$ cat config.mk
export PLATFORM = sky130hd
export DESIGN_NAME = uart_tx_ctrl
export DESIGN_NICKNAME = d
export VERILOG_FILES = /design/src/rtl/uart_tx_ctrl.sv
export SDC_FILE = /design/constraint.sdc
export NUM_CORES = 1
export LEC_CHECK = 0
export BUFFER_PORTS_ARGS = -buffer_cell sky130_fd_sc_hd__buf_4
export CAP_MARGIN = 20
export CELL_PAD_IN_SITES_DETAIL_PLACEMENT = 1
export CELL_PAD_IN_SITES_GLOBAL_PLACEMENT = 1
export CORE_ASPECT_RATIO = 0.8
export CORE_MARGIN = 3
export CORE_UTILIZATION = 43
export DETAILED_ROUTE_END_ITERATION = 10
export GPL_ROUTABILITY_DRIVEN = 0
export PLACE_DENSITY_LB_ADDON = 0.3
export SLEW_MARGIN = 20
export SYNTH_ARGS = -nofsm -noshare
export SYNTH_HDL_FRONTEND = slang
export SYNTH_SLANG_ARGS = --single-unit
export TNS_END_PERCENT = 20
$ cat constraint.sdc
create_clock -name CLK -period 4.69 [get_ports CLK]
set_input_delay 0.938 -clock CLK [delete_from_list [all_inputs] [get_ports CLK]]
set_output_delay 0.938 -clock CLK [all_outputs]
set_load 0.1 [all_outputs]
$ cat src/rtl/uart_tx_ctrl.sv
// UART Tx framer: start, DATA_WIDTH data bits LSB first, optional parity, stop; first line bit one cycle after the load edge.
// No backpressure: Data_Valid is dropped while Busy, except during STOP when UART_TX_BACK2BACK_EN is defined.
module uart_tx_ctrl #(
    parameter int DATA_WIDTH = 8
) (
    input  logic                  CLK,
    input  logic                  RST,
    input  logic [DATA_WIDTH-1:0] P_DATA,
    input  logic                  Data_Valid,
    input  logic                  PAR_EN,
    input  logic                  par_bit,
    output logic                  TX_OUT,
    output logic                  Busy
);

    localparam int CNT_W = (DATA_WIDTH > 1) ? $clog2(DATA_WIDTH) : 1;

`ifdef UART_TX_BACK2BACK_EN
    localparam bit B2B = 1'b1;
`else
    localparam bit B2B = 1'b0;
`endif

    typedef enum logic [2:0] {IDLE, START, DATA, PARITY, STOP} state_t;

    state_t                state_q;
    logic [DATA_WIDTH-1:0] shreg_q;
    logic [CNT_W-1:0]      cnt_q;
    logic                  par_q;
    logic                  par_en_q;
    logic                  tx_q;
    logic                  busy_q;
    logic                  load_d;

    always_comb begin
        load_d = Data_Valid && ((state_q == IDLE) || (B2B && (state_q == STOP)));
    end

    // State names what is on the line now; outputs are computed one state ahead.
    always_ff @(posedge CLK) begin
        if (!RST) begin
            state_q  <= IDLE;
            shreg_q  <= '0;
            cnt_q    <= '0;
            par_q    <= 1'b0;
            par_en_q <= 1'b0;
            tx_q     <= 1'b1;
            busy_q   <= 1'b0;
        end else if (load_d) begin
            state_q  <= START;
            shreg_q  <= P_DATA;
            par_en_q <= PAR_EN;
            tx_q     <= 1'b0;
            busy_q   <= 1'b1;
        end else begin
            case (state_q)
                IDLE: begin
                    tx_q   <= 1'b1;
                    busy_q <= 1'b0;
                end
                START: begin
                    par_q   <= par_bit;
                    cnt_q   <= '0;
                    tx_q    <= shreg_q[0];
                    shreg_q <= shreg_q >> 1;
                    state_q <= DATA;
                end
                DATA: begin
                    if (cnt_q == CNT_W'(DATA_WIDTH - 1)) begin
                        if (par_en_q) begin
                            tx_q    <= par_q;
                            state_q <= PARITY;
                        end else begin
                            tx_q    <= 1'b1;
                            state_q <= STOP;
                        end
                    end else begin
                        cnt_q   <= cnt_q + CNT_W'(1);
                        tx_q    <= shreg_q[0];
                        shreg_q <= shreg_q >> 1;
                    end
                end
                PARITY: begin
                    tx_q    <= 1'b1;
                    state_q <= STOP;
                end
                STOP: begin
                    tx_q    <= 1'b1;
                    busy_q  <= 1'b0;
                    state_q <= IDLE;
                end
                default: begin
                    tx_q    <= 1'b1;
                    busy_q  <= 1'b0;
                    state_q <= IDLE;
                end
            endcase
        end
    end

    assign TX_OUT = tx_q;
    assign Busy   = busy_q;

endmodule

Yosys cells after proc, flatten, opt, wreduce, memory -nomap -nowiden
Index checks and enable logic that the tools add are counted.
{ "op_classes": {"n_addsub": 1, "multipliers": 0, "div_mod_pow": 0, "order_cmp": 0, "n_eq_ne": 10, "shifts": 0, "mux": 15, "n_bitwise": 3, "reduce_logical": 11} }
{ "op_table": {"columns": ["operator", "n"], "rows": [
  ["$mux 8", 2],
  ["$pmux 8 s2", 1],
  ["$pmux 3 s4", 1],
  ["$mux 3", 3],
  ["$reduce_and 2->1", 4],
  ["$eq 3x2->1 const B", 2],
  ["$mux 1", 6],
  ["$ne 2x2->1 const B", 3],
  ["$ne 3x3->1 const B", 2],
  ["$pmux 3 s2", 1],
  ["$add 3x1->3 const B", 1],
  ["$eq 3x1->1 const B", 1],
  ["$eq 3x3->1 const B", 1],
  ["$logic_not 3->1", 1],
  ["$not 1->1", 3],
  ["$reduce_and 3->1", 1],
  ["$reduce_bool 3->1", 1],
  ["$reduce_or 3->1", 1],
  ["$ne 2x1->1 const B", 1],
  ["$pmux 1 s2", 1],
  ["$reduce_bool 2->1", 1],
  ["$reduce_or 2->1", 1],
  ["$logic_and 1x1->1", 1]
]} }
{ "word_totals": {"ff_bits": 18, "latch_bits": 0, "mem_bits_rw": 0, "romBits": 0, "in_bits": 13, "elab_cells": 48, "mem_count": 0} }

Depth between registers and ports, before layout
Gate-level depths: netlist of the first run.
{ "logic_depth": {"ltp_word": 4, "ltp_mapped": 5, "ltp_nobuf": 5} }

Worst setup path after synthesis of the first run
Ideal clock, no wire load.
{ "synth_timing": {"kind": "input-to-reg", "startpoint": "input port Data_Valid", "endpoint": "register shreg_q[6]", "setup_ns": 0.124, "arrival_time_ns": 1.774, "required_ns": 4.566, "path_slack_ns": 2.793, "path_stages": 4, "path_cell_list": "or3b_2 > clkbuf_1 > o31ai_1 > a21oi_1"} }
{ "synth_between": {"elab_chain_cells": 3} }
{ "synth_rtl": {"columns": ["element", "line", "source"], "rows": [
  ["from (decl)", "9", "input logic Data_Valid,"],
  ["$logic_and 1x1->1 *", "36", "load_d = Data_Valid && ((state_q == IDLE) || (B2B && (state_q == STOP)));"],
  ["$ne 3x3->1 (no source line) / $reduce_bool 3->1 (equally long branches)", null, null],
  ["$reduce_and 2->1 (no source line)", null, null],
  ["to (signal assigned)", "65", "shreg_q <= shreg_q >> 1;"],
  ["to (signal assigned)", "80", "shreg_q <= shreg_q >> 1;"],
  ["to (decl)", "27", "logic [DATA_WIDTH-1:0] shreg_q;"]
]} }
Mark *: on every way between the ends. The rest lies on a longest branch, timed or not.
A chain may end at the register's enable or synchronous reset.

Final worst setup path of the first run
{ "layout_timing": {"startpoint": "register cnt_q[0]", "endpoint": "register shreg_q[5]"} }
{ "layout_between": {"elab_chain_cells": 3} }
{ "layout_rtl": {"columns": ["element", "line", "source"], "rows": [
  ["from (decl)", "28", "logic [CNT_W-1:0] cnt_q;"],
  ["from (signal assigned)", "78", "cnt_q <= cnt_q + CNT_W'(1);"],
  ["$eq 3x3->1", "69", "if (cnt_q == CNT_W'(DATA_WIDTH - 1)) begin"],
  ["$ne 3x3->1 (no source line)", null, null],
  ["$reduce_and 2->1 (no source line)", null, null]
]} }
Every way passes these cells.

==> results of run 1 <==
==> cells by family (layout without fill, tap and decap cells) <==
logic type	Yosys count	count (layout)	share of synthesized area
buffers and inverters	15	27	0.0716
DFF	18	18	0.404
AOI/OAI and AO/OA	28	28	0.226
adders and majority gates	2	2	0.0281
and+or+nand+nor	34	34	0.247
muxes	2	2	0.0225
==> cells in the final DEF (no fill, tap or decap), types with 3 or more instances in the layout <==
cell	count
dfxtp_1	18
nand3_1	4
or3b_2	3
a221o_1	6
nand2_1	3
nand2b_1	5
a21oi_1	12
buf_4	14
inv_1	9
o21ai_0	4
nor3_1	8
clkbuf_4	3
==> power by group through the flow <==
stage	clock [W]	combinational, W	sequential (W)
after floorplan	0	0.0000384	0.000184
after global routing	0.000109	0.0000699	0.000177
after CTS	0.000104	0.0000644	0.000175
after global placement	0	0.0000617	0.000178
final	0.0000990	0.0000641	0.000175
after detailed placement	0	0.0000638	0.000179
==> worst paths after layout <==
kind | from | end | slack [ns] | depth (start not counted)
max | cnt_q[0]$_SDFFE_PN0P_ | shreg_q[5]$_SDFFE_PN0P_ | 2.61 | 5
min | cnt_q[2]$_SDFFE_PN0P_ | cnt_q[2]$_SDFFE_PN0P_ | 0.48 | 2
min reg2reg | cnt_q[2]$_SDFFE_PN0P_ | cnt_q[2]$_SDFFE_PN0P_ | 0.48 | 2
max reg2reg | cnt_q[0]$_SDFFE_PN0P_ | shreg_q[5]$_SDFFE_PN0P_ | 2.61 | 5
==> stage by stage <==
step	hold slack, ns	std cells	cell area, um2
6_report	0.477	135	1030
5_1_grt	0.517	135	1030
4_1_cts	0.484	135	1030
3_5_place_dp	0.468	131	996
3_3_place_gp	0.453	131	996
2_1_floorplan	0.437	99	891
==> layout make-up <==
cell class,instances,area (um2)
Fill cell,242,895
Multi-Input combinational cell,66,467
Sequential cell,18,360
Timing Repair Buffer,14,105
Clock buffer,4,36.3
Inverter,9,33.8
Tap cell,24,30.0
==> critical path, stage by stage (launching register included) <==
cell	delay (ns)
dfxtp_1	0.34
ha_1	0.20
ha_1	0.25
or3b_2	0.51
a21oi_1	0.48
a221o_1	0.25
==> sequential cells by signal (all words and copies together) (netlist names) <==
register,cells
Busy,1
state_q,3
shreg_q,8
TX_OUT,1
cnt_q,3
par_en_q,1
par_q,1
==> per-layer routing <==
layer / routed length, um / track usage / vias to the layer above
met5: 0 / 0 / -
met4: 12 / 0.0417 / 0
met3: 114 / 0.0616 / 2
met2: 963 / 0.287 / 15
met1: 1050 / 0.241 / 382
li1: - / - / 392
==> results.py, run 1 <==
metrics = {
    "status": {
        "outcome": "complete, no violations",
    },
    "grt": {
        "grt_pass1_wl_um": 3680,
        "gr-usage-all-layers": 0.181,
        "antenna_found_initial": 0,
        "grt_max_degree": 20,
        "grt_pass1_vias": 756,
        "grt_overflow": 0,
    },
    "timing": {
        "fin_crit_sh": 0.444,
        "rsz0062_at_grt": "false",
        "slew_headroom": 0.484,
        "fin_crit_ns": 2.08,
        "final_hold_viol_count": 0,
        "setup_viol": 0,
        "drv_slew": 0,
        "worst_slack_ns": 2.61,
        "max_freq_mhz": 480,
        "clock_skew_ns": 0.0112,
        "setup_tns_ns": 0,
        "worst_pin_slew_ns": 0.764,
    },
    "floorplan": {
        "pin_count": 15,
        "die_area_mm2": 0.00266,
        "num_rows": 14,
        "start_util": 0.462,
        "die_width_um": 56.9,
        "die_h_um": 46.7,
        "core-area_mm2": 0.00193,
    },
    "yosys": {
        "synth.most_common_cell": "dfxtp_1",
        "yosysSeqAreaShare": 0.404,
        "synth_top_area_cell": "dfxtp_1",
        "ys_seq_elements": 18,
        "synth.distinct_cells": 29,
        "synth_ff_type": "dfxtp_1",
        "synthCells": 99,
        "synth_commonest_cells": "dfxtp_1 (18), a21oi_1 (12), inv_1 (9), nor3_1 (8), a221o_1 (6)",
        "synthTopCellsByArea": "dfxtp_1 (40%), a21oi_1 (6.7%), a221o_1 (6.7%)",
        "synth_edf_count": 0,
        "synth_area_um2": 891,
        "synth_top_area_frac": 0.404,
        "avgSynthCellArea_um2": 9.00,
        "syn_nets": 114,
        "ys_warn_count": 0,
        "synthArstFlopShare": 0,
    },
    "clocking": {
        "cts_hold_buf": 0,
        "cts-root-buf": "clkbuf_4",
        "numClockSinks": 18,
        "cts_buffer_depth": 2,
        "cts-buffers-inserted": 3,
        "postCtsSetupRepairBufs": 0,
        "clk_latency_ns": 0.30,
        "cts_tree": "built",
        "clk_pin_slew_ns": 0.11,
        "cts-resized-gates": 0,
        "htree_levels": 1,
    },
    "place": {
        "io_buffers": 14,
        "dp_hpwl_um": 1560,
        "preCtsSetupSlack_ns": 2.59,
    },
    "critical_path": {
        "setup.worst_path.class": "flop to flop",
        "cp-start-kind": "flop",
        "worstPathArrival_ns": 2.33,
        "critPathCaptureType": "flop",
        "critPathMaxFanout": 7,
        "crit_required_ns": 4.93,
    },
    "power": {
        "p_comb_frac": 0.189,
        "clkPwrFrac": 0.292,
        "switchingPower_w": 0.0000997,
        "ir_drop_uv": 241,
        "power.leakage_nw": 0.420,
        "power.density_mw_per_mm2": 328,
        "seqPwrFrac": 0.518,
        "finalPower_w": 0.000339,
        "internal-power_w": 0.000239,
        "p_sw_frac": 0.295,
    },
    "routing": {
        "ant_nets": 0,
        "drc": 0,
        "wl_per_cell_um": 15.8,
        "vias": 791,
        "firstDrtPassIters": 4,
        "drt_iter0_markers": 10,
        "routed_wl_um": 2140,
        "vias_per_cell": 5.86,
    },
    "cells_and_area": {
        "final_nets": 127,
        "final_util": 0.536,
        "n_antenna_cell": 0,
        "area_delta_synth_final_pct": 15.9,
        "drive_gt1_frac": 0.207,
    },
    "hold_path": {
        "min_path_type": "flop to flop",
    },
    "job": {
        "drv_cap": 0,
    },
}
Power figures use the tool's default switching activity.
==> run 2, diff against run 1 <==
--- a/config.mk
+++ b/config.mk
@@ -11,7 +11,7 @@
 export CELL_PAD_IN_SITES_GLOBAL_PLACEMENT = 1
 export CORE_ASPECT_RATIO = 0.8
 export CORE_MARGIN = 3
-export CORE_UTILIZATION = 43
+export CORE_UTILIZATION = 36
 export DETAILED_ROUTE_END_ITERATION = 10
 export GPL_ROUTABILITY_DRIVEN = 0
 export PLACE_DENSITY_LB_ADDON = 0.3
==> constraint.sdc (replaced) <==
create_clock -name CLK -period 1.8 [get_ports CLK]
set_input_delay 0.36 -clock CLK [delete_from_list [all_inputs] [get_ports CLK]]
set_output_delay 0.36 -clock CLK [all_outputs]
set_load 0.1 [all_outputs]
==> results.py, run 2 (same netlist as run 1, synthesis figures left out) <==
metrics = {
    "status": {
        "outcome": "complete, no violations",
    },
    "cells_and_area": {
        "largest_register": "shreg_q",
        "reg_top3": "shreg_q: 8 flops, cnt_q: 3 flops, state_q: 3 flops",
        "n_antenna_cell": 0,
        "fillers": 281,
        "area_delta_synth_final_pct": 27.8,
        "largest_reg_flops": 8,
        "final_cell_mix": "buf_4 (24), dfxtp_1 (16), a21oi_1 (12), inv_1 (9), nor3_1 (8)",
        "final_nets": 137,
        "drive_gt1_frac": 0.306,
        "final_common_cell": "buf_4",
    },
    "hold_path": {
        "hold_depth": 3,
        "hold_end": "par_en_q$_SDFFE_PN0P_",
        "min_path_type": "primary input to flop",
        "min_from": "PAR_EN",
    },
    "timing": {
        "setup_viol": 0,
        "rsz0062_at_grt": "true",
        "max_freq_mhz": 561,
        "setup_tns_ns": 0,
        "drv_slew": 0,
        "fin_crit_ns": 1.78,
        "worst_pin_slew_ns": 0.515,
        "slew_headroom": 0.656,
        "fin_crit_sh": 0.990,
        "final_hold_viol_count": 0,
        "clock_skew_ns": 0.00301,
    },
    "grt": {
        "grt_pass1_wl_um": 4110,
        "grt_max_degree": 13,
        "gr-usage-all-layers": 0.182,
        "grt_pass1_vias": 868,
        "grt_overflow": 0,
        "antenna_found_initial": 0,
    },
    "power": {
        "power.leakage_nw": 0.469,
        "finalPower_w": 0.000906,
        "ir_drop_uv": 350,
        "power.density_mw_per_mm2": 796,
    },
    "clocking": {
        "numClockSinks": 18,
        "cts-buffers-inserted": 3,
        "cts-root-buf": "clkbuf_4",
        "cts_buffer_depth": 2,
        "clk_pin_slew_ns": 0.11,
        "clk_latency_ns": 0.30,
        "cts_hold_buf": 0,
        "htree_levels": 1,
        "cts_tree": "built",
    },
    "critical_path": {
        "crit_required_ns": 1.99,
        "critPathBufInv": 0,
        "cp-start-kind": "flop",
        "path_delay_family": "simple AND/OR/NAND/NOR gates",
        "r2r_slack_ns": 0.02,
        "cpPeakStageDelay_ns": 0.52,
        "worstPathArrival_ns": 1.97,
        "ff2ff_path_depth": 5,
        "cp_cell_sequence": "ha_4, ha_4, or4b_4, o311a_4, a221o_1",
        "r2r-end": "shreg_q[0]$_SDFFE_PN0P_",
        "r2r_start": "cnt_q[1]$_SDFFE_PN0P_",
        "setup.worst_path.class": "flop to flop",
        "critPathMaxFanout": 6,
        "cp_common_cell": "ha_4",
        "cp_slowest_cell": "or4b_4",
        "critPathCaptureType": "flop",
    },
    "floorplan": {
        "die_width_um": 61.6,
        "num_rows": 15,
        "start_util": 0.396,
        "die_h_um": 50.5,
        "pin_count": 15,
        "die_area_mm2": 0.00311,
        "core-area_mm2": 0.00225,
    },
    "routing": {
        "firstDrtPassIters": 4,
        "drc": 0,
        "vias_per_cell": 5.76,
        "drt_iter0_markers": 30,
        "vias": 841,
        "wl_per_cell_um": 17.2,
        "ant_nets": 0,
        "routed_wl_um": 2510,
    },
    "job": {
        "drv_cap": 0,
    },
    "place": {
        "io_buffers": 14,
        "dp_hpwl_um": 1800,
    },
}
## run 2: cell count changes in the layout (fill, tap and decap cells not counted)
cell and change:
ha_1 -2, dfxtp_2 +2, or3b_4 +1, or3b_2 -1, ha_4 +2, buf_4 +10, dfxtp_1 -2
## run 2: power breakdown
group          switching (W)  leakage (nW)  internal [W]
clock network       0.000134        0.0210      0.000123
logic               0.000110         0.300     0.0000873
registers          0.0000240         0.149      0.000427
## run 2: how the worst max path moves through the flow
stage | start | endpoint | slack, ns | cells after the start
after detailed placement | cnt_q[1]$_SDFFE_PN0P_ | shreg_q[0]$_SDFFE_PN0P_ | -0.05 | 5
after global routing | cnt_q[0]$_SDFFE_PN0P_ | shreg_q[0]$_SDFFE_PN0P_ | -0.02 | 5
after CTS | cnt_q[1]$_SDFFE_PN0P_ | shreg_q[0]$_SDFFE_PN0P_ | 0.01 | 5
after global placement | cnt_q[1]$_SDFFE_PN0P_ | shreg_q[1]$_SDFFE_PN0P_ | 0.01 | 5
after floorplan | cnt_q[1]$_SDFFE_PN0P_ | shreg_q[5]$_SDFFE_PN0P_ | -0.01 | 5
final | cnt_q[1]$_SDFFE_PN0P_ | shreg_q[0]$_SDFFE_PN0P_ | 0.02 | 5
## run 2: metal layers
| layer | GRT usage | up-vias | routed length [um] |
|---|---|---|---|
| met5 | 0 | - | 0 |
| met4 | 0.0671 | 0 | 72 |
| met3 | 0.0643 | 8 | 108 |
| met2 | 0.279 | 20 | 1170 |
| met1 | 0.230 | 402 | 1160 |
| li1 | - | 411 | - |
## run 2: worst min-delay path, delay by kind of cell
kind	cells	cell delay, ns
compound gates	1	0.05
buf+inv	1	0.11
simple gates	1	0.05
## run 2: layout make-up
class	count	area (um2)	area share
Clock buffer	4	36.3	0.0319
Inverter	9	33.8	0.0297
Multi-Input combinational cell	66	494	0.434
Sequential cell	18	363	0.319
Tap cell	25	31.3	0.0275
Timing Repair Buffer	24	180	0.158
## run 2: stage by stage
stage	setup slack (ns)	cell area, um2	std cells	hold WS, ns	utilization
6_report	0.0180	1140	146	0.297	0.506
5_1_grt	-0.0227	1140	146	0.294	0.506
4_1_cts	0.0119	1130	146	0.300	0.501
3_5_place_dp	-0.0452	1080	141	0.469	0.479
3_3_place_gp	0.0109	1080	141	0.460	0.479
2_1_floorplan	-0.0115	906	99	0.437	-
## run 2: repair_timing
item / 4_1_cts / 5_1_grt
gates resized for setup: 2 / 2
endpoints found under the setup margin: 6 / 6
buffers inserted: 1 / 0
pin swaps: 7 / 0
==> run 3, diff against run 2 <==
--- a/config.mk
+++ b/config.mk
@@ -11,7 +11,7 @@
 export CELL_PAD_IN_SITES_GLOBAL_PLACEMENT = 1
 export CORE_ASPECT_RATIO = 0.8
 export CORE_MARGIN = 3
-export CORE_UTILIZATION = 36
+export CORE_UTILIZATION = 40
 export DETAILED_ROUTE_END_ITERATION = 10
 export GPL_ROUTABILITY_DRIVEN = 0
 export PLACE_DENSITY_LB_ADDON = 0.3
==> constraint.sdc (replaced) <==
create_clock -name CLK -period 1.7 [get_ports CLK]
set_input_delay 0.34 -clock CLK [delete_from_list [all_inputs] [get_ports CLK]]
set_output_delay 0.34 -clock CLK [all_outputs]
set_load 0.1 [all_outputs]
==> results.py, run 3 (same netlist as run 1, synthesis figures left out) <==
metrics = {
    "power": {
        "p_comb_frac": 0.228,
        "power.density_mw_per_mm2": 828,
        "switchingPower_w": 0.000276,
        "seqPwrFrac": 0.502,
        "power.leakage_nw": 0.480,
        "p_sw_frac": 0.288,
        "ir_drop_uv": 577,
        "clkPwrFrac": 0.269,
        "internal-power_w": 0.000682,
    },
    "floorplan": {
        "start_util": 0.446,
        "pin_count": 15,
        "core-area_mm2": 0.00200,
        "die_width_um": 58.8,
        "die_area_mm2": 0.00283,
        "num_rows": 14,
        "die_h_um": 48.2,
    },
    "routing": {
        "ant_nets": 0,
        "wl_per_cell_um": 18.1,
        "firstDrtPassIters": 4,
        "vias": 882,
        "vias_per_cell": 6.00,
        "drt_iter0_markers": 34,
        "routed_wl_um": 2670,
        "drc": 0,
    },
    "critical_path": {
        "ff2ff_path_depth": 5,
        "worstPathArrival_ns": 1.99,
        "cp-start-kind": "flop",
        "setup.worst_path.class": "flop to flop",
        "crit_end": "shreg_q[3]$_SDFFE_PN0P_",
        "critPathCaptureType": "flop",
        "r2r-end": "shreg_q[3]$_SDFFE_PN0P_",
        "r2r_start": "cnt_q[0]$_SDFFE_PN0P_",
        "crit_required_ns": 1.89,
        "r2r_slack_ns": -0.10,
        "critPathMaxFanout": 6,
        "worstSetupStartpoint": "cnt_q[0]$_SDFFE_PN0P_",
    },
    "timing": {
        "fin_crit_sh": 1.06,
        "max_freq_mhz": 555,
        "clock_skew_ns": 0.00641,
        "final_hold_viol_count": 0,
        "setup_tns_ns": -0.536,
        "drv_slew": 0,
        "slew_headroom": 0.739,
        "setup_viol": 6,
        "hold-worst-slack_ns": 0.289,
        "fin_crit_ns": 1.80,
        "worst_slack_ns": -0.102,
        "worst_pin_slew_ns": 0.386,
        "rsz0062_at_grt": "true",
    },
    "cells_and_area": {
        "area_delta_synth_final_pct": 29.8,
        "final_nets": 139,
        "drive_gt1_frac": 0.325,
        "seq_area_um2": 363,
        "final_common_cell": "buf_4",
        "largest_register": "shreg_q",
        "reg_top3": "shreg_q: 8 flops, cnt_q: 3 flops, state_q: 3 flops",
        "design_area_mm2": 0.00116,
        "n_antenna_cell": 0,
        "multi_input_area_um2": 498,
        "final_cell_mix": "buf_4 (26), dfxtp_1 (16), a21oi_1 (11), inv_1 (9), nor3_1 (8)",
        "fillers": 248,
        "largest_reg_flops": 8,
    },
    "grt": {
        "antenna_found_initial": 0,
        "grt_pass1_wl_um": 4350,
        "grt_max_degree": 14,
        "gr-usage-all-layers": 0.210,
        "grt_overflow": 0,
        "grt_pass1_vias": 892,
    },
    "place": {
        "io_buffers": 14,
        "dp_hpwl_um": 2030,
        "place_area_mm2": 0.00111,
    },
    "clocking": {
        "cts-buffers-inserted": 3,
        "cts_tree": "built",
        "clk_pin_slew_ns": 0.10,
        "clk_latency_ns": 0.29,
        "htree_levels": 1,
        "cts_buffer_depth": 2,
        "cts-root-buf": "clkbuf_4",
        "numClockSinks": 18,
    },
    "hold_path": {
        "min_path_type": "primary input to flop",
    },
    "status": {
        "violations": "setup timing",
        "outcome": "complete, but fails checks",
    },
    "job": {
        "drv_cap": 0,
    },
}
==> run 3: worst min path at each step <==
stage                              endpoint  depth (start not counted)                    start  slack (ns)
detailed placement  shreg_q[0]$_SDFFE_PN0P_                          1  shreg_q[1]$_SDFFE_PN0P_        0.47
floorplan                par_q$_SDFFE_PN0P_                          2       par_q$_SDFFE_PN0P_        0.44
CTS                      par_q$_SDFFE_PN0P_                          3                  par_bit        0.28
finish                   par_q$_SDFFE_PN0P_                          3                  par_bit        0.29
global placement    shreg_q[6]$_SDFFE_PN0P_                          2  shreg_q[6]$_SDFFE_PN0P_        0.46
global route          par_en_q$_SDFFE_PN0P_                          3                   PAR_EN        0.28
==> run 3: final cells by class <==
cell class	count	area share
inverters	9	0.0292
clock buffers	4	0.0314
well taps	24	0.0260
flip-flops and latches	18	0.314
repair buffers	26	0.169
multi-input cells	66	0.431
==> run 3: worst max-delay path, stage by stage, from the launching register on <==
cell and delay (ns):
dfxtp_2 0.35, ha_4 0.16, ha_4 0.15, or4b_4 0.53, o311a_4 0.17, a221o_1 0.33
==> run 3: layer usage <==
layer | wire (um) | global-route usage | vias up
li1 | - | - | 416
met1 | 1200 | 0.269 | 432
met2 | 1300 | 0.361 | 30
met3 | 134 | 0.0503 | 4
met4 | 31 | 0.0543 | 0
met5 | 0 | 0 | -
==> run 3: metrics by stage <==
step	cells	setup slack (ns)	util	total power [W]
finish	147	-0.102	0.579	0.000957
detailed placement	143	-0.105	0.558	0.000704
CTS	147	-0.119	0.579	0.000968
floorplan	99	-0.0698	-	0.000616
global placement	143	-0.0417	0.558	0.000689
global route	147	-0.132	0.579	0.00101
==> run 3: repair_timing <==
| action | 4_1_cts | 5_1_grt |
|---|---|---|
| cloned | 0 | 0 |
| setup buffers | 0 | 0 |
| hold buffers | 0 | 0 |
| pin swaps | 0 | 1 |
| gates resized for setup | 2 | 0 |
| setup endpoints to repair | 6 | 12 |
==> run 3: power by group through the flow <==
stage | registers [W] | logic (W) | clock network [W]
CTS | 0.000480 | 0.000219 | 0.000270
finish | 0.000481 | 0.000219 | 0.000258
global placement | 0.000486 | 0.000203 | 0
floorplan | 0.000509 | 0.000106 | 0
detailed placement | 0.000489 | 0.000215 | 0
global route | 0.000484 | 0.000235 | 0.000290
